## src/rtl/alu_pkg.sv

```systemverilog
`default_nettype none
// ============================================================================
// Module      : alu_pkg
// Description : Shared definitions for the execute-path shifter: operation
//               codes, the operation type and a constant log2 helper.
// Revision    : 1.0 - initial release
// ============================================================================
package alu_pkg;

    typedef logic [2:0] sh_op_t;

    localparam sh_op_t SH_SRL  = 3'b000;
    localparam sh_op_t SH_SLL  = 3'b001;
    localparam sh_op_t SH_SRA  = 3'b010;
    localparam sh_op_t SH_PASS = 3'b011;
    localparam sh_op_t SH_ROR  = 3'b100;
    localparam sh_op_t SH_ROL  = 3'b101;

    // Ceiling log2, usable in parameter and port-width expressions.
    function automatic int clog2(input int n);
        int r;
        r = 0;
        while ((1 << r) < n) r = r + 1;
        return r;
    endfunction

endpackage
`default_nettype wire

```

## src/rtl/shift_level.sv

```systemverilog
`default_nettype none
// ============================================================================
// Module      : shift_level
// Description : One combinational barrel-shifter level. Shifts or rotates the
//               incoming word by 2**K when enabled; otherwise passes it on.
// Revision    : 1.0 - initial release
// ============================================================================
module shift_level
    import alu_pkg::*;
#(
    parameter int WIDTH = 32,
    parameter int K     = 0
) (
    input  logic [WIDTH-1:0] i_data,
    input  logic             i_en,
    input  sh_op_t           i_op,
    output logic [WIDTH-1:0] o_data
);

    localparam int c_AMT = 1 << K;

    // Apply this level's fixed distance; PASS and the spare codes leave data alone.
    always_comb begin
        o_data = i_data;
        if (i_en) begin
            case (i_op)
                SH_SRL:  o_data = i_data >> c_AMT;
                SH_SLL:  o_data = i_data << c_AMT;
                SH_SRA:  o_data = WIDTH'($signed(i_data) >>> c_AMT);
                SH_ROR:  o_data = {i_data[c_AMT-1:0], i_data[WIDTH-1:c_AMT]};
                SH_ROL:  o_data = {i_data[WIDTH-c_AMT-1:0], i_data[WIDTH-1:WIDTH-c_AMT]};
                default: o_data = i_data;
            endcase
        end
    end

endmodule
`default_nettype wire

```

## src/rtl/pipelined_shifter.sv

```systemverilog
`default_nettype none
// ============================================================================
// Module      : pipelined_shifter
// Description : Parametrised pipelined barrel shifter with valid/ready
//               handshake, backpressure, flush and a pass-through tag.
//               log2(WIDTH) shift levels are spread over STAGES registers.
// Revision    : 1.0 - initial release
// ============================================================================
module pipelined_shifter
    import alu_pkg::*;
#(
    parameter int WIDTH  = 32,
    parameter int STAGES = 2,
    parameter int TAG_W  = 5
) (
    input  logic                     clk,
    input  logic                     rst_n,
    input  logic                     flush,
    input  logic                     in_valid,
    output logic                     in_ready,
    input  logic [WIDTH-1:0]         in_a,
    input  logic [clog2(WIDTH)-1:0]  in_shamt,
    input  sh_op_t                   in_op,
    input  logic [TAG_W-1:0]         in_tag,
    output logic                     out_valid,
    input  logic                     out_ready,
    output logic [WIDTH-1:0]         out_r,
    output logic [TAG_W-1:0]         out_tag,
    output logic                     busy
);

    localparam int c_LEVELS = clog2(WIDTH);

    typedef logic [c_LEVELS-1:0] shamt_t;

    // Stage in which shift level k is evaluated.
    function automatic int stage_of(input int k);
        return (k * STAGES) / c_LEVELS;
    endfunction

    // Stage registers
    logic [STAGES-1:0]  r_valid;
    logic [WIDTH-1:0]   r_data  [STAGES];
    shamt_t             r_shamt [STAGES];
    sh_op_t             r_op    [STAGES];
    logic [TAG_W-1:0]   r_tag   [STAGES];

    // Per-stage inputs (previous register or the issue port) and results
    logic [STAGES-1:0]  w_sin_valid;
    logic [WIDTH-1:0]   w_sin_data  [STAGES];
    shamt_t             w_sin_shamt [STAGES];
    sh_op_t             w_sin_op    [STAGES];
    logic [TAG_W-1:0]   w_sin_tag   [STAGES];
    logic [WIDTH-1:0]   w_sout_data [STAGES];
    logic [STAGES-1:0]  w_load;
    logic               w_unused_ctrl;

    genvar s, k;

    generate
        for (s = 0; s < STAGES; s++) begin : g_stage
            if (s == 0) begin : g_issue
                assign w_sin_valid[s] = in_valid;
                assign w_sin_data[s]  = in_a;
                assign w_sin_shamt[s] = in_shamt;
                assign w_sin_op[s]    = in_op;
                assign w_sin_tag[s]   = in_tag;
            end else begin : g_chain
                assign w_sin_valid[s] = r_valid[s-1];
                assign w_sin_data[s]  = r_data[s-1];
                assign w_sin_shamt[s] = r_shamt[s-1];
                assign w_sin_op[s]    = r_op[s-1];
                assign w_sin_tag[s]   = r_tag[s-1];
            end
        end

        for (k = 0; k < c_LEVELS; k++) begin : g_level
            localparam int c_S     = stage_of(k);
            localparam bit c_FIRST = (k == 0) || (stage_of(k - 1) != c_S);
            localparam bit c_LAST  = (k == c_LEVELS - 1) || (stage_of(k + 1) != c_S);

            logic [WIDTH-1:0] w_lvl_in;
            logic [WIDTH-1:0] w_lvl_out;

            if (c_FIRST) begin : g_head
                assign w_lvl_in = w_sin_data[c_S];
            end else begin : g_link
                assign w_lvl_in = g_level[k-1].w_lvl_out;
            end

            shift_level #(
                .WIDTH (WIDTH),
                .K     (k)
            ) u_level (
                .i_data (w_lvl_in),
                .i_en   (w_sin_shamt[c_S][k]),
                .i_op   (w_sin_op[c_S]),
                .o_data (w_lvl_out)
            );

            if (c_LAST) begin : g_tail
                assign w_sout_data[c_S] = w_lvl_out;
            end
        end
    endgenerate

    // A stage may load when empty or when its occupant moves on this cycle;
    // the chain runs back from out_ready so a full pipe can stream.
    always_comb begin
        logic v_down;
        w_load = '0;
        v_down = out_ready;
        for (int i = STAGES - 1; i >= 0; i--) begin
            w_load[i] = !r_valid[i] || v_down;
            v_down    = w_load[i];
        end
    end

    // Consumed shamt bits and last-stage control are carried for uniform
    // stage registers; fold them here so they are not reported as dead.
    always_comb begin
        w_unused_ctrl = 1'b0;
        for (int i = 0; i < STAGES; i++) begin
            w_unused_ctrl = w_unused_ctrl ^ (^r_shamt[i]) ^ (^r_op[i]);
        end
    end

    // Stage registers: flush kills everything, otherwise load when allowed.
    always_ff @(posedge clk or negedge rst_n) begin
        if (!rst_n) begin
            r_valid <= '0;
            for (int i = 0; i < STAGES; i++) begin
                r_data[i]  <= '0;
                r_shamt[i] <= '0;
                r_op[i]    <= SH_SRL;
                r_tag[i]   <= '0;
            end
        end else begin
            for (int i = 0; i < STAGES; i++) begin
                if (flush) begin
                    r_valid[i] <= 1'b0;
                end else if (w_load[i]) begin
                    r_valid[i] <= w_sin_valid[i];
                    if (w_sin_valid[i]) begin
                        r_data[i]  <= w_sout_data[i];
                        r_shamt[i] <= w_sin_shamt[i];
                        r_op[i]    <= w_sin_op[i];
                        r_tag[i]   <= w_sin_tag[i];
                    end
                end
            end
        end
    end

    assign in_ready  = w_load[0];
    assign out_valid = r_valid[STAGES-1];
    assign out_r     = r_data[STAGES-1];
    assign out_tag   = r_tag[STAGES-1];
    assign busy      = |r_valid;

endmodule
`default_nettype wire

```

## config.mk

```make
export PLATFORM = sky130hd
export DESIGN_NAME = pipelined_shifter
export DESIGN_NICKNAME = d
export VERILOG_FILES = /design/src/rtl/alu_pkg.sv /design/src/rtl/shift_level.sv /design/src/rtl/pipelined_shifter.sv
export SDC_FILE = /design/constraint.sdc
export NUM_CORES = 1
export LEC_CHECK = 0
export ABC_AREA = 1
export BUFFER_PORTS_ARGS = -buffer_cell sky130_fd_sc_hd__buf_2
export CORE_MARGIN = 3
export CORE_UTILIZATION = 40
export DETAILED_ROUTE_END_ITERATION = 10
export PLACE_DENSITY = 0.56
export SYNTH_ARGS = -nofsm -noshare
export SYNTH_HDL_FRONTEND = slang
export SYNTH_SLANG_ARGS = --single-unit
```

## constraint.sdc

```tcl
create_clock -name clk -period 2.1 [get_ports clk]
set_clock_uncertainty 0.1 [all_clocks]
set_input_delay 0.42 -clock clk [delete_from_list [all_inputs] [get_ports clk]]
set_output_delay 0.42 -clock clk [all_outputs]
set_load 0.005 [all_outputs]
```

### Word level (Yosys, flattened, before mapping)

Cells that the tools add are included.

| storage, ports and cells | value |
|---|---|
| bits in registers | 84 |
| output and inout bits | 40 |
| logic and storage cells | 43 |
| input port bits | 50 |

| cells by class | value |
|---|---|
| reduce and logical (&&, ||, !) cells | 12 |
| equality and inequality tests | 8 |
| muxes and demuxes | 14 |
| bitwise gates (word level) | 1 |

Operators by type and width:

| cell | number |
|---|---|
| 32-bit case mux with 5 select lines | 4 |
| 32-bit 2-to-1 mux | 5 |
| 32-bit case mux with 4 select lines | 1 |
| 3-bit equality test, second input constant | 4 |
| 3-bit by 1-bit equality test with 1-bit output, second input constant | 2 |
| 3-bit by 2-bit equality test with 1-bit output, second input constant | 2 |
| 3-bit logical NOT | 2 |
| 3-bit AND reduction | 2 |
| 1-bit 2-to-1 mux | 4 |
| 2-bit nonzero test | 2 |
| 2-bit OR reduction | 2 |
| 1-bit logical NOT | 2 |
| 1-bit logical OR | 2 |
| 1-bit NOT | 1 |

### Depth between registers and ports, before layout

Gate-level depths: netlist of the first run.

| logic depth | value |
|---|---|
| depth after elaboration | 7 |
| mapped depth | 13 |
| depth with buffers taken out | 12 |

### Cells and area by module

Synthesis of the first run repeated with hierarchy kept, for this count alone.

| second synthesis, totals | value |
|---|---|
| cell total of the unflattened synthesis | 1491 |
| area, all modules | 8280.4 µm² |

By module, submodules not included:

| module | cells an instance | sequential area each (µm²) | instances | area each (µm²) |
|---|---|---|---|---|
| pipelined_shifter | 358 | 2026.9 | 1 | 3278.1 |
| shift_level (g_level[1].u_level) | 253 | 0.0 | 1 | 1168.6 |
| shift_level (g_level[2].u_level) | 246 | 0.0 | 1 | 1084.8 |
| shift_level (g_level[0].u_level) | 251 | 0.0 | 1 | 1068.5 |
| shift_level (g_level[3].u_level) | 235 | 0.0 | 1 | 1036.0 |
| shift_level (g_level[4].u_level) | 148 | 0.0 | 1 | 644.4 |

### Worst setup path after synthesis of the first run

No wires, ideal clock.

| timing | value |
|---|---|
| path type | input to register |
| start | input port in_op[1] |
| end | register r_data (netlist bit g_level[3].w_lvl_in[17]) |
| arrival time | 1.543 ns |
| cell stages on the path | 13 |
| setup slack | 0.340 ns |
| library setup time | 0.117 ns |
| buffers on the path | 2 |
| required time | 1.883 ns |
| cell sequence | buf_4 > inv_2 > nor2_2 > inv_2 > nand2_2 > buf_4 > nand2_1 > nand3_1 > nand3_1 > nand3_1 > nand3_1 > nand2_1 > nand2_1 |

| on the way | value |
|---|---|
| word-level cells in the longest chain between the ends | 7 |
| elaborated cells on any way between the ends | 11 |
| those cells by class | eq/ne: 4; mux: 6; reduce/logical: 1 |

Ends and longest elaborated chain:

| element | line | text |
|---|---|---|
| from (decl) | pipelined_shifter.sv:23 | `input sh_op_t in_op,` |
| 3-bit equality test, or another cell as far along | shift_level.sv:26 | `case (i_op)` |
| 32-bit case mux with 5 select lines | shift_level.sv:26 |  |
| 32-bit 2-to-1 mux | shift_level.sv:25 | `if (i_en) begin` |
| 32-bit case mux with 5 select lines | shift_level.sv:26 |  |
| 32-bit 2-to-1 mux | shift_level.sv:25 |  |
| 32-bit case mux with 5 select lines | shift_level.sv:26 |  |
| 32-bit 2-to-1 mux * | shift_level.sv:25 |  |
| to (signal, indexed assignment) | pipelined_shifter.sv:145 | `r_data[i] <= w_sout_data[i];` |
| to (decl) | pipelined_shifter.sv:43 | `logic [WIDTH-1:0] r_data [STAGES];` |

Every way passes the cells marked *; elsewhere a longest branch is shown, timed or not.
A chain may end at the register's enable or synchronous reset.

### Final worst setup path of the first run

| timing | value |
|---|---|
| start | register r_op[5] in the netlist's numbering |
| end | register r_data (netlist bit out_r[10]) |

| on the way | value |
|---|---|
| word-level cells in the longest chain between the ends | 5 |
| elaborated cells on any way between the ends | 10 |
| those cells by class | eq/ne: 4; mux: 4; reduce/logical: 2 |

Ends and longest elaborated chain:

| element | line | text |
|---|---|---|
| from (decl) | pipelined_shifter.sv:45 | `sh_op_t r_op [STAGES];` |
| from (signal, indexed assignment) | pipelined_shifter.sv:147 | `r_op[i] <= w_sin_op[i];` |
| 3-bit equality test, or another cell as far along | shift_level.sv:26 |  |
| 32-bit case mux with 5 select lines | shift_level.sv:26 |  |
| 32-bit 2-to-1 mux | shift_level.sv:25 |  |
| 32-bit case mux with 4 select lines | shift_level.sv:26 |  |
| 32-bit 2-to-1 mux * | shift_level.sv:25 |  |

Marks and branches as above.

==> results of run 1 <==
==> stage by stage <==
stage / TNS [ns] / power [W] / worst slack, ns / hold slack (ns)
after floorplan: 0 / 0.00362 / 0.340 / 0.0244
after global placement: -0.0987 / 0.00451 / -0.0547 / 0.308
after detailed placement: -0.151 / 0.00453 / -0.0648 / 0.308
after CTS: 0 / 0.00620 / 0.0738 / 0.158
after global routing: 0 / 0.00663 / 0.00680 / 0.174
final: 0 / 0.00619 / 0.157 / 0.167
==> cells by family (layout without fill, tap and decap cells) <==
logic type,Yosys count,count (layout),share of synthesized area [%]
and+or+nand+nor,705,705,46.2
AOI/OAI and AO/OA,152,152,13.0
buffers and inverters,144,238,9.69
DFF,81,81,30.7
muxes,2,2,0.341
==> metal layers <==
layer | share of wire (%) | vias to the layer above | wire, um | GRT usage (%)
met3 | 4.5 | 43 | 969 | 1.88
met5 | 0 | - | 0 | 0
met4 | 3.2 | 0 | 695 | 9.22
met2 | 45 | 256 | 9840 | 37.6
met1 | 47 | 3328 | 10100 | 34.7
li1 | - | 3761 | - | -
==> state kept, by name, indices dropped and copies added, names as in the netlist <==
register          flops
out_tag               5
out_r                32
r_tag                 5
r_op                  3
r_shamt               2
r_valid               2
g_level.w_lvl_in     32
==> layout make-up <==
| type | count | area, um^2 |
|---|---|---|
| Clock buffer | 12 | 246 |
| Clock inverter | 3 | 65.1 |
| Fill cell | 1778 | 8120 |
| Inverter | 76 | 292 |
| Multi-Input combinational cell | 859 | 3950 |
| Sequential cell | 81 | 2030 |
| Tap cell | 216 | 270 |
| Timing Repair Buffer | 147 | 1030 |
==> worst reg2reg max path: cells and delay by family, from the launching register on <==
kind                   cells  cell delay (ns)
and+or+nand+nor            6             0.82
AOI/OAI and AO/OA          2             0.45
buffers and inverters      1             0.14
DFF                        1             0.38
==> power breakdown <==
part	leakage, nW	switching [W]	internal, W
logic	2.96	0.00144	0.000908
registers	1.00	0.000264	0.00192
clock network	0.153	0.000589	0.00107
==> final timing paths <==
kind | from | slack, ns | end | cells past startpoint
max in group asynchronous | rst_n | 0.82 | out_r[21]$_DFFE_PN0P_ | 3
min reg2reg | out_r[0]$_DFFE_PN0P_ | 0.37 | out_r[0]$_DFFE_PN0P_ | 2
max reg2reg | r_op[5]$_DFFE_PN0P_ | 0.16 | out_r[10]$_DFFE_PN0P_ | 9
max | r_op[5]$_DFFE_PN0P_ | 0.16 | out_r[10]$_DFFE_PN0P_ | 9
min in group asynchronous | rst_n | 0.49 | out_tag[0]$_DFFE_PN0P_ | 2
min | flush | 0.17 | r_valid[0]$_DFFE_PN0P_ | 2
==> layout by cell type, fill, tap and decap left out, drive strengths merged <==
cell type and count:
inv 75, clkbuf 12, a21oi 59, o21ai 68
buf 146, nor3 2, bufinv 2, dlygate4sd3 1
o221ai 14, nor2 32, nand2 424, clkinv 1
mux2 2, o211ai 1, clkinvlp 1, dfrtp 81
nand3 247, o22ai 10
==> what timing repair did <==
item | CTS | global route
hold buffers | 1 | 0
endpoints found under the hold margin | 35 | 0
resized for setup | 0 | 6
endpoints found under the setup margin | 0 | 15
==> load_flow_metrics.sql, run 1 <==
INSERT INTO impl_metrics (metric_group, metric, value, unit) VALUES
('power_and_ir_drop', 'largest_voltage_drop_on_the_vdd_net', '0.372', 'mV'),
('drt', 'via_total_after_detailed_routing', '7388', ''),
('finish', 'layout.cell_area.non_filler', '7880', 'um^2'),
('finish', 'fin_nets', '1224', ''),
('synthesis', 'synthesis.yosys.warnings', '0', ''),
('timing', 'actual_transition_at_the_worst_max_transition_pin', '0.668', 'ns'),
('grt', 'grt_antenna_before_repair', '0', ''),
('drt', 'wl_per_cell', '15.5', 'um'),
('drt', 'drt-pass1-iter-count', '5', ''),
('synthesis', 'synth.top_cells.by_area', 'sky130_fd_sc_hd__dfrtp_1 31%, sky130_fd_sc_hd__nand2_1 24%, sky130_fd_sc_hd__nand3_1 18%', ''),
('clock_tree', 'tritoncts.num_buffers', '9', ''),
('grt', 'grt_first_pass_wirelength', '35300', 'um'),
('clock_tree', 'tritoncts', 'done', ''),
('finish', 'n_antenna_cell', '0', ''),
('placed_design', 'gpl.final_weighted_congestion', '0.956', ''),
('synthesis', 'fraction_of_synthesized_cell_area_taken_by_the_top_area_cell_type', '30.7', '%'),
('worst_setup_path', 'cp_max_fo', '8', ''),
('clock_tree', 'postCtsSetupBuffers', '0', ''),
('finish', 'ratio_of_cells_with_drive_above_1_in_the_final_layout', '16.7', '%'),
('timing', 'post-route-min-period', '1.94', 'ns'),
('worst_setup_path', 'cp_data_required_time', '2.28', 'ns'),
('timing', 'maxClockFrequency', '515', 'MHz'),
('worst_setup_path', 'cp-start-kind', 'register', ''),
('clock_tree', 'cts.sink_count', '81', ''),
('clock_tree', 'ctsHtreeMaxLevel', '3', ''),
('synthesis', 'synthMostInstantiatedCell', 'sky130_fd_sc_hd__nand2_1', ''),
('timing', 'maxSlewHeadroom', '55.4', '%'),
('timing', 'min_period_over_period', '92.5', '%'),
('worst_setup_path', 'setup.worst_path.end_class', 'register', ''),
('placed_design', 'port_buffers', '89', ''),
('run', 'drv.max_cap_violation_count', '0', ''),
('synthesis', 'synth_sequential_area_ratio', '30.7', '%'),
('drt', 'post-route-drc-count', '0', ''),
('synthesis', 'postSynthNetCount', '1134', ''),
('drt', 'wirelength', '21600', 'um'),
('grt', 'grt_start_max_net_pins', '63', ''),
('power_and_ir_drop', 'leakage', '4.11', 'nW'),
('placed_design', 'dp.final_hpwl', '16600', 'um'),
('synthesis', 'synth_edf_count', '0', ''),
('grt', 'track_usage', '24.0', '%'),
('outcome', 'status', 'completed', ''),
('worst_setup_path', 'setup.worst_path.class', 'register to register', ''),
('worst_setup_path', 'cpMaxStageDelayCell', 'sky130_fd_sc_hd__dfrtp_1', ''),
('clock_tree', 'ctsRootBufferMaster', 'sky130_fd_sc_hd__clkbuf_16', ''),
('synthesis', 'synth-async-reset-ratio', '100', '%'),
('floorplanning', 'core_area', '16000', 'um^2'),
('floorplanning', 'num_io_pins', '90', ''),
('placed_design', 'placedCellCount', '1378', ''),
('floorplanning', 'fp.dieArea', '18100', 'um^2'),
('placed_design', 'detailed_place.area', '7540', 'um^2'),
('worst_setup_path', 'cp_top_family', 'simple AND/OR/NAND/NOR gates', ''),
('synthesis', 'ys_top_cells_by_count', '419 x sky130_fd_sc_hd__nand2_1, 237 x sky130_fd_sc_hd__nand3_1, 81 x sky130_fd_sc_hd__dfrtp_1, 66 x sky130_fd_sc_hd__inv_1, 61 x sky130_fd_sc_hd__o21ai_0', ''),
('synthesis', 'post_synth_inst_count', '1084', ''),
('worst_setup_path', 'most_frequent_cell_on_the_critical_path', 'sky130_fd_sc_hd__nand2_1', ''),
('synthesis', 'netlist-cell-type-count', '27', ''),
('drt', 'ant_nets', '0', ''),
('synthesis', 'yosys.area.top_type', 'sky130_fd_sc_hd__dfrtp_1', ''),
('worst_setup_path', 'cp.arrival', '2.12', 'ns'),
('worst_setup_path', 'crit_path_cell_trace', 'inv_1, nand2_1, nor2_1, nand2_2, nand3_1, o21ai_0, o22ai_1, nand2_1, nand2_1', ''),
('timing', 'unrepaired_setup_endpoints_after_global_routing', 'no', ''),
('timing', 'count_of_final_hold_check_violations', '0', ''),
('grt', 'grt_pass1_vias', '6792', ''),
('clock_tree', 'clk_latency', '0.34', 'ns'),
('worst_setup_path', 'cp.buffers_inverters', '1', ''),
('floorplanning', 'die-height', '134', 'um'),
('grt', 'total_gr_overflow', '0', ''),
('timing', 'final_max_slew_viol_count', '0', ''),
('finish', 'finish.cell_count_without_fillers', '1394', ''),
('floorplanning', 'placementRows', '46', ''),
('finish', 'area_growth', '19.4', '%'),
('synthesis', 'synth_ff_type', 'sky130_fd_sc_hd__dfrtp_1', '');
(Power assumes the default switching activity.)
==> inputs of run 2 (changes only) <==
- ABC_AREA: 1 -> 0
- CORE_UTILIZATION: 40 -> 60
- PLACE_DENSITY: 0.56 -> 0.79
==> run 2 against run 1 <==
The run now ends with design-rule violations, negative setup slack left. Clock-buffer cell count shrank 1. Maximum frequency shrank 8.2%. Flip-flop and latch count is the same. Synthesized cell count shrank 14%. Die area shrank 27%. Largest cell class unchanged. Largest power group unchanged.
==> load_flow_metrics.sql, run 2 <==
INSERT INTO impl_metrics (metric_group, metric, value, unit) VALUES
('timing', 'final_max_slew_viol_count', '0', ''),
('clock_tree', 'ctsRootBufferMaster', 'sky130_fd_sc_hd__clkbuf_16', ''),
('synthesis', 'ys_top_cells_by_count', '114 x sky130_fd_sc_hd__nand2_1, 100 x sky130_fd_sc_hd__nor2_1, 81 x sky130_fd_sc_hd__dfrtp_1, 75 x sky130_fd_sc_hd__a21oi_1, 66 x sky130_fd_sc_hd__o21ai_0', ''),
('synthesis', 'yosys.area.top_type', 'sky130_fd_sc_hd__dfrtp_1', ''),
('drt', 'drt-vias-per-instance', '7.22', ''),
('power_and_ir_drop', 'seqPwrFrac', '32.1', '%'),
('worst_setup_path', 'cp.arrival', '2.26', 'ns'),
('grt', 'grt_antenna_before_repair', '0', ''),
('power_and_ir_drop', 'pwr_density_cell', '716', 'nW/um^2'),
('power_and_ir_drop', 'p_total', '0.00704', 'W'),
('floorplanning', 'core_area', '11500', 'um^2'),
('floorplanning', 'chipWidth', '115', 'um'),
('power_and_ir_drop', 'largest_voltage_drop_on_the_vdd_net', '0.471', 'mV'),
('timing', 'min_period_over_period', '101', '%'),
('finish', 'layout_commonest_cell', 'sky130_fd_sc_hd__buf_4', ''),
('power_and_ir_drop', 'clkPwrFrac', '25.1', '%'),
('synthesis', 'synth_ff_type', 'sky130_fd_sc_hd__dfrtp_1', ''),
('clock_tree', 'tritoncts.num_buffers', '9', ''),
('power_and_ir_drop', 'leakage', '4.33', 'nW'),
('drt', 'initialDrtViolationCount', '1754', ''),
('drt', 'wirelength', '31200', 'um'),
('grt', 'grt_start_max_net_pins', '38', ''),
('timing', 'finalSetupViolations', '5', ''),
('worst_setup_path', 'most_frequent_cell_on_the_critical_path', 'sky130_fd_sc_hd__buf_6', ''),
('timing', 'post-route-min-period', '2.12', 'ns'),
('drt', 'via_total_after_detailed_routing', '9399', ''),
('synthesis', 'postSynthNetCount', '979', ''),
('clock_tree', 'clk_pin_slew_worst_paths', '0.07', 'ns'),
('finish', 'multi_input_area', '4940', 'um^2'),
('power_and_ir_drop', 'p_sw', '0.00272', 'W'),
('grt', 'grt_pass1_vias', '8677', ''),
('finish', 'fin_nets', '1204', ''),
('synthesis', 'synth_sequential_area_ratio', '28.4', '%'),
('drt', 'wl_per_cell', '24.0', 'um'),
('timing', 'count_of_final_hold_check_violations', '0', ''),
('min_path', 'hold_start', 'in_tag[1]', ''),
('outcome', 'status', 'finished with violations', ''),
('finish', 'area_growth', '37.5', '%'),
('floorplanning', 'fp.dieArea', '13200', 'um^2'),
('timing', 'maxClockFrequency', '472', 'MHz'),
('worst_setup_path', 'end_of_the_worst_register_to_register_path', 'g_level[3].w_lvl_in[3]$_DFFE_PN0P_', ''),
('run', 'drv.max_cap_violation_count', '0', ''),
('worst_setup_path', 'ff2ff_path_depth', '8', ''),
('finish', 'n_antenna_cell', '0', ''),
('placed_design', 'dp.final_hpwl', '22500', 'um'),
('timing', 'final.setup.worst_slack', '-0.0171', 'ns'),
('min_path', 'hold-path-endpoint', 'r_tag[6]$_DFFE_PN0P_', ''),
('synthesis', 'fraction_of_synthesized_cell_area_taken_by_the_top_area_cell_type', '28.4', '%'),
('drt', 'ant_nets', '0', ''),
('synthesis', 'netlist-cell-type-count', '74', ''),
('worst_setup_path', 'cp.buffers_inverters', '4', ''),
('worst_setup_path', 'worst_path_largest_cell_delay', '0.25', 'ns'),
('worst_setup_path', 'timing.rr.start', 'r_valid[0]$_DFFE_PN0P_', ''),
('grt', 'grt_first_pass_wirelength', '46700', 'um'),
('min_path', 'hold_path_class', 'input pin to register', ''),
('synthesis', 'post_synth_inst_count', '929', ''),
('synthesis', 'synth-async-reset-ratio', '100', '%'),
('synthesis', 'synth_edf_count', '0', ''),
('floorplanning', 'initial_core_util', '62.0', '%'),
('power_and_ir_drop', 'combinational_share_of_power', '42.8', '%'),
('placed_design', 'gpl.final_weighted_congestion', '1.06', ''),
('finish', 'final_cell_mix', '193 x sky130_fd_sc_hd__buf_4, 113 x sky130_fd_sc_hd__nand2_1, 97 x sky130_fd_sc_hd__nor2_1', ''),
('grt', 'track_usage', '45.7', '%'),
('finish', 'layout.cell_area.non_filler', '9820', 'um^2'),
('finish', 'fillCellCount', '711', ''),
('drt', 'drt-pass1-iter-count', '10', ''),
('worst_setup_path', 'setup.worst_path.end_class', 'register', ''),
('clock_tree', 'cts-root-to-sink-buffers', '2', ''),
('synthesis', 'synthesis.area_per_instance', '7.69', 'um^2'),
('clock_tree', 'ctsHtreeMaxLevel', '3', ''),
('finish', 'regArea', '2030', 'um^2'),
('floorplanning', 'die-height', '115', 'um'),
('floorplanning', 'num_io_pins', '90', ''),
('worst_setup_path', 'cpMaxStageDelayCell', 'sky130_fd_sc_hd__a221o_1', ''),
('worst_setup_path', 'worst-r2r-setup-slack', '-0.01', 'ns'),
('clock_tree', 'tritoncts', 'done', ''),
('synthesis', 'synthesis.yosys.warnings', '0', ''),
('finish', 'final_core_util', '85.3', '%'),
('timing', 'actual_transition_at_the_worst_max_transition_pin', '0.633', 'ns'),
('synthesis', 'cell_area_synth', '7140', 'um^2'),
('power_and_ir_drop', 'p_int', '0.00432', 'W'),
('timing', 'maxSlewHeadroom', '57.8', '%'),
('worst_setup_path', 'cp_max_fo', '7', ''),
('drt', 'post-route-drc-count', '1', ''),
('clock_tree', 'cts.sink_count', '81', ''),
('synthesis', 'synthMostInstantiatedCell', 'sky130_fd_sc_hd__nand2_1', ''),
('timing', 'fin_setup_tns', '-0.0427', 'ns'),
('clock_tree', 'clk_latency', '0.36', 'ns'),
('synthesis', 'ys_ff_latch', '81', ''),
('worst_setup_path', 'cp_data_required_time', '2.24', 'ns'),
('floorplanning', 'placementRows', '39', ''),
('grt', 'total_gr_overflow', '0', ''),
('worst_setup_path', 'crit_path_cell_trace', 'buf_6, clkbuf_16, o21a_4, nor2_4, buf_6, mux2i_1, buf_4, o221ai_1, a22o_1, a221o_1', ''),
('synthesis', 'synth.top_cells.by_area', 'sky130_fd_sc_hd__dfrtp_1 28%, sky130_fd_sc_hd__nand2_1 6.0%, sky130_fd_sc_hd__mux2i_1 5.6%', ''),
('worst_setup_path', 'cp-start-kind', 'input pin', ''),
('placed_design', 'detailed_place.area', '9070', 'um^2'),
('timing', 'unrepaired_setup_endpoints_after_global_routing', 'yes', ''),
('min_path', 'hold_path_depth', '3', ''),
('worst_setup_path', 'setup.worst_path.class', 'input pin to register', ''),
('timing', 'timing.hold.ws', '0.153', 'ns'),
('finish', 'ratio_of_cells_with_drive_above_1_in_the_final_layout', '35.9', '%'),
('outcome', 'violations', 'design-rule violations, negative setup slack', ''),
('power_and_ir_drop', 'sw_frac_of_total', '38.6', '%'),
('worst_setup_path', 'cp_top_family', 'compound AO/OA/AOI/OAI gates', ''),
('placed_design', 'port_buffers', '89', '');
run 2: cell count changes in the layout (fill, tap and decap cells not counted), sizes merged, moves of 27 or more:
cell / delta
nor2: +71
inv: -67
nand2: -310
a211oi: +27
mux2i: +42
nand3: -223
buf: +156
run 2: worst min-delay path, cell delays in order:
cell,delay (ns)
sky130_fd_sc_hd__buf_2,0.08
sky130_fd_sc_hd__nand2_1,0.04
sky130_fd_sc_hd__nand2_1,0.04
run 2: per-layer routing:
metal,routed length (um),part of all wire [%],global-route usage (%),vias to the layer above
met3,4180,13,10.9,278
li1,-,-,-,3976
met4,2550,8.2,30.7,0
met1,10600,34,54.6,4266
met5,0,0,0,-
met2,13900,44,72.9,879
run 2: per-stage QoR:
stage / std cells / setup slack (ns)
final: 1302 / -0.0171
after CTS: 1296 / 0.00536
after detailed placement: 1279 / -0.410
after floorplan: 929 / -0.0646
after global routing: 1302 / -0.0774
after global placement: 1279 / -0.388
run 2: final cells by class:
cell class / instances / share of cell area [%]
clock buffer: 11 / 2.47
clock inverter: 5 / 0.879
inverter: 10 / 0.382
multi-input combinational: 747 / 50.3
sequential: 81 / 20.6
tap: 143 / 1.82
timing repair buffer: 305 / 23.5
run 2: kinds of logic (layout without fill, tap and decap cells):
logic type,Yosys count,count (layout),synth area share [%]
AND/OR/NAND/NOR,311,311,19.7
flip-flops,81,81,28.4
buffers and inverters,101,331,6.92
AO/OA/AOI/OAI,383,383,37.3
multiplexers,53,53,7.73
run 2: timing repair:
action                     in CTS  in global routing
pin swaps                       0                 10
gates cloned                    0                  1
hold endpoints to repair       23                  0
buffers inserted                0                  5
setup endpoints to repair      34                 49
resized for setup               5                 73
hold buffers                    1                  0
run 2: worst max-delay path by stage:
| stage | from | to | slack [ns] | cells after the start |
|---|---|---|---|---|
| after global routing | r_op[3]$_DFFE_PN0P_ | out_r[4]$_DFFE_PN0P_ | -0.08 | 7 |
| after global placement | in_op[0] | g_level[3].w_lvl_in[9]$_DFFE_PN0P_ | -0.39 | 9 |
| final | in_op[0] | g_level[3].w_lvl_in[26]$_DFFE_PN0P_ | -0.02 | 10 |
| after CTS | in_op[0] | g_level[3].w_lvl_in[31]$_DFFE_PN0P_ | 0.005 | 11 |
| after detailed placement | in_op[0] | g_level[3].w_lvl_in[9]$_DFFE_PN0P_ | -0.41 | 9 |
| after floorplan | in_op[0] | g_level[3].w_lvl_in[13]$_DFFE_PN0P_ | -0.06 | 7 |
run 2: power by group through the flow:
stage          logic (W)  clock network [W]  registers (W)
2_1_floorplan    0.00153                  0        0.00217
3_3_place_gp     0.00267                  0        0.00222
3_5_place_dp     0.00272                  0        0.00224
4_1_cts          0.00277            0.00176        0.00222
5_1_grt          0.00321            0.00181        0.00228
6_report         0.00301            0.00177        0.00226
==> inputs of run 3 (changes only) <==
- CORE_UTILIZATION: 60 -> 64
- MAX_ROUTING_LAYER: not set -> met4
- PLACE_DENSITY: 0.79 -> 0.84
- clock period: 2.1 -> 2.6 ns (I/O delays scaled with it)
==> run 3 against run 2 <==
The run ends with design-rule violations left. Die area is 5.9% lower. Wire length is 14% lower. Via count is 6.3% lower. Worst setup slack better by 0.12 ns. Combinational power is 32% lower. Final cell count is 9.9% lower. Critical endpoint is now g_level[3].w_lvl_in[22]$_DFFE_PN0P_.
==> load_flow_metrics.sql, run 3 (synthesized netlist as in run 2, its figures left out) <==
INSERT INTO impl_metrics (metric_group, metric, value, unit) VALUES
('outcome', 'status', 'finished with violations', ''),
('outcome', 'violations', 'design-rule violations', ''),
('clock_tree', 'ctsHtreeMaxLevel', '3', ''),
('placed_design', 'detailed_place.area', '8090', 'um^2'),
('power_and_ir_drop', 'leakage', '3.57', 'nW'),
('grt', 'grt_antenna_before_repair', '0', ''),
('finish', 'layout_commonest_cell', 'sky130_fd_sc_hd__nand2_1', ''),
('run', 'drv.max_cap_violation_count', '0', ''),
('clock_tree', 'postCtsSetupBuffers', '0', ''),
('timing', 'unrepaired_setup_endpoints_after_global_routing', 'no', ''),
('worst_setup_path', 'cp_max_fo', '21', ''),
('grt', 'grt_start_max_net_pins', '52', ''),
('power_and_ir_drop', 'largest_voltage_drop_on_the_vdd_net', '0.389', 'mV'),
('timing', 'count_of_final_hold_check_violations', '0', ''),
('worst_setup_path', 'timing.rr.start', 'r_op[4]$_DFFE_PN0P_', ''),
('drt', 'ant_nets', '0', ''),
('drt', 'drt-pass1-iter-count', '11', ''),
('finish', 'area_growth', '15.9', '%'),
('worst_setup_path', 'worst-r2r-setup-slack', '0.18', 'ns'),
('drt', 'wl_per_cell', '22.9', 'um'),
('drt', 'drt-vias-per-instance', '7.50', ''),
('power_and_ir_drop', 'pwr_density_cell', '576', 'nW/um^2'),
('floorplanning', 'fp.dieArea', '12500', 'um^2'),
('finish', 'fin_nets', '1082', ''),
('finish', 'layout.cell_area.non_filler', '8280', 'um^2'),
('timing', 'maxSlewHeadroom', '20.2', '%'),
('grt', 'grt_first_pass_wirelength', '42800', 'um'),
('worst_setup_path', 'setup.worst_path.end_class', 'register', ''),
('timing', 'actual_transition_at_the_worst_max_transition_pin', '1.20', 'ns'),
('clock_tree', 'postCtsResizedCells', '0', ''),
('clock_tree', 'cts.sink_count', '81', ''),
('finish', 'n_antenna_cell', '0', ''),
('finish', 'ratio_of_cells_with_drive_above_1_in_the_final_layout', '23.2', '%'),
('floorplanning', 'core_area', '10600', 'um^2'),
('floorplanning', 'die-height', '112', 'um'),
('finish', 'final_core_util', '78.1', '%'),
('floorplanning', 'chipWidth', '112', 'um'),
('timing', 'maxClockFrequency', '401', 'MHz'),
('timing', 'finalSetupViolations', '0', ''),
('clock_tree', 'cts-root-to-sink-buffers', '2', ''),
('worst_setup_path', 'end_of_the_worst_register_to_register_path', 'out_r[1]$_DFFE_PN0P_', ''),
('min_path', 'hold_path_class', 'input pin to asynchronous set/reset pin', ''),
('grt', 'grt_pass1_vias', '8169', ''),
('worst_setup_path', 'setup.worst_path.class', 'input pin to register', ''),
('worst_setup_path', 'cp_data_required_time', '2.74', 'ns'),
('floorplanning', 'initial_core_util', '67.4', '%'),
('grt', 'total_gr_overflow', '0', ''),
('worst_setup_path', 'ff2ff_path_depth', '6', ''),
('clock_tree', 'clk_pin_slew_worst_paths', '0.08', 'ns'),
('clock_tree', 'clk_latency', '0.37', 'ns'),
('floorplanning', 'placementRows', '37', ''),
('timing', 'fin_setup_tns', '0', 'ns'),
('worst_setup_path', 'cp.arrival', '2.63', 'ns'),
('timing', 'timing.hold.ws', '0.00581', 'ns'),
('placed_design', 'port_buffers', '89', ''),
('timing', 'post-route-min-period', '2.49', 'ns'),
('floorplanning', 'num_io_pins', '90', ''),
('clock_tree', 'tritoncts.num_buffers', '9', ''),
('timing', 'min_period_over_period', '95.9', '%'),
('placed_design', 'dp.final_hpwl', '19800', 'um'),
('drt', 'wirelength', '26900', 'um'),
('clock_tree', 'ctsRootBufferMaster', 'sky130_fd_sc_hd__clkbuf_8', ''),
('worst_setup_path', 'cp-start-kind', 'input pin', ''),
('clock_tree', 'tritoncts', 'done', ''),
('drt', 'post-route-drc-count', '13', ''),
('drt', 'initialDrtViolationCount', '1833', ''),
('timing', 'final_max_slew_viol_count', '0', ''),
('drt', 'via_total_after_detailed_routing', '8803', ''),
('placed_design', 'gpl.final_weighted_congestion', '1.18', ''),
('grt', 'track_usage', '43.5', '%'),
('clock_tree', 'cts_hold_repair.buffers', '0', ''),
('finish', 'final_cell_mix', '114 x sky130_fd_sc_hd__nand2_1, 100 x sky130_fd_sc_hd__nor2_1, 89 x sky130_fd_sc_hd__buf_4', '');
-- run 3: changes by cell type in the layout (fill, tap and decap cells not counted), moves of 5 or more --
cell	change
sky130_fd_sc_hd__a211oi_1	+6
sky130_fd_sc_hd__a221oi_1	+5
sky130_fd_sc_hd__buf_4	-104
sky130_fd_sc_hd__buf_6	-9
sky130_fd_sc_hd__a211oi_2	-6
sky130_fd_sc_hd__clkbuf_8	+8
sky130_fd_sc_hd__mux2i_2	-6
sky130_fd_sc_hd__clkbuf_16	-10
sky130_fd_sc_hd__mux2i_1	+7
sky130_fd_sc_hd__a221oi_2	-5
sky130_fd_sc_hd__o21ai_0	+6
sky130_fd_sc_hd__buf_12	-8
-- run 3: how the worst max path moves through the flow --
stage,cells after the start,end,from
6_report,9,g_level[3].w_lvl_in[22]$_DFFE_PN0P_,in_op[0]
3_3_place_gp,9,g_level[3].w_lvl_in[22]$_DFFE_PN0P_,in_op[0]
5_1_grt,7,g_level[3].w_lvl_in[12]$_DFFE_PN0P_,r_valid[0]$_DFFE_PN0P_
4_1_cts,6,out_r[1]$_DFFE_PN0P_,r_op[5]$_DFFE_PN0P_
3_5_place_dp,9,g_level[3].w_lvl_in[22]$_DFFE_PN0P_,in_op[0]
2_1_floorplan,8,g_level[3].w_lvl_in[26]$_DFFE_PN0P_,in_op[0]
-- run 3: where the power goes --
group	total [W]	switching, W	internal [W]	leakage (nW)
combinational	0.00204	0.00120	0.000832	2.49
clock	0.000928	0.000485	0.000444	0.0975
sequential	0.00180	0.000257	0.00154	0.978
-- run 3: layer usage --
metal  track usage, %  vias to the layer above  wire [um]
met5                -                        -          0
met4             25.8                        0       2340
met3             12.4                      268       3630
met2             65.2                      865      11500
met1             52.2                     3949       9430
li1                 -                     3721          -
-- run 3: critical path: stages --
cell,delay [ns]
sky130_fd_sc_hd__buf_2,0.19
sky130_fd_sc_hd__buf_12,0.19
sky130_fd_sc_hd__or2_0,0.31
sky130_fd_sc_hd__a2bb2oi_1,0.18
sky130_fd_sc_hd__o22ai_1,0.54
sky130_fd_sc_hd__buf_4,0.22
sky130_fd_sc_hd__nor2_1,0.05
sky130_fd_sc_hd__o21ai_0,0.28
sky130_fd_sc_hd__a31oi_1,0.14
-- run 3: cell type report --
cell class / count / area (um^2)
multi-input cells: 747 / 4630
fillers: 749 / 2320
inverters: 10 / 37.5
repair buffers: 183 / 1230
flip-flops and latches: 81 / 2030
clock inverters: 5 / 53.8
clock buffers: 11 / 131
well taps: 136 / 170
-- run 3: per-stage QoR --
| step | instances | setup WS (ns) | total power (W) |
|---|---|---|---|
| floorplan | 929 | 0.322 | 0.00298 |
| global placement | 1157 | -0.0707 | 0.00367 |
| detailed placement | 1157 | -0.109 | 0.00375 |
| CTS | 1173 | 0.110 | 0.00465 |
| global route | 1173 | 0.0109 | 0.00499 |
| finish | 1173 | 0.107 | 0.00476 |
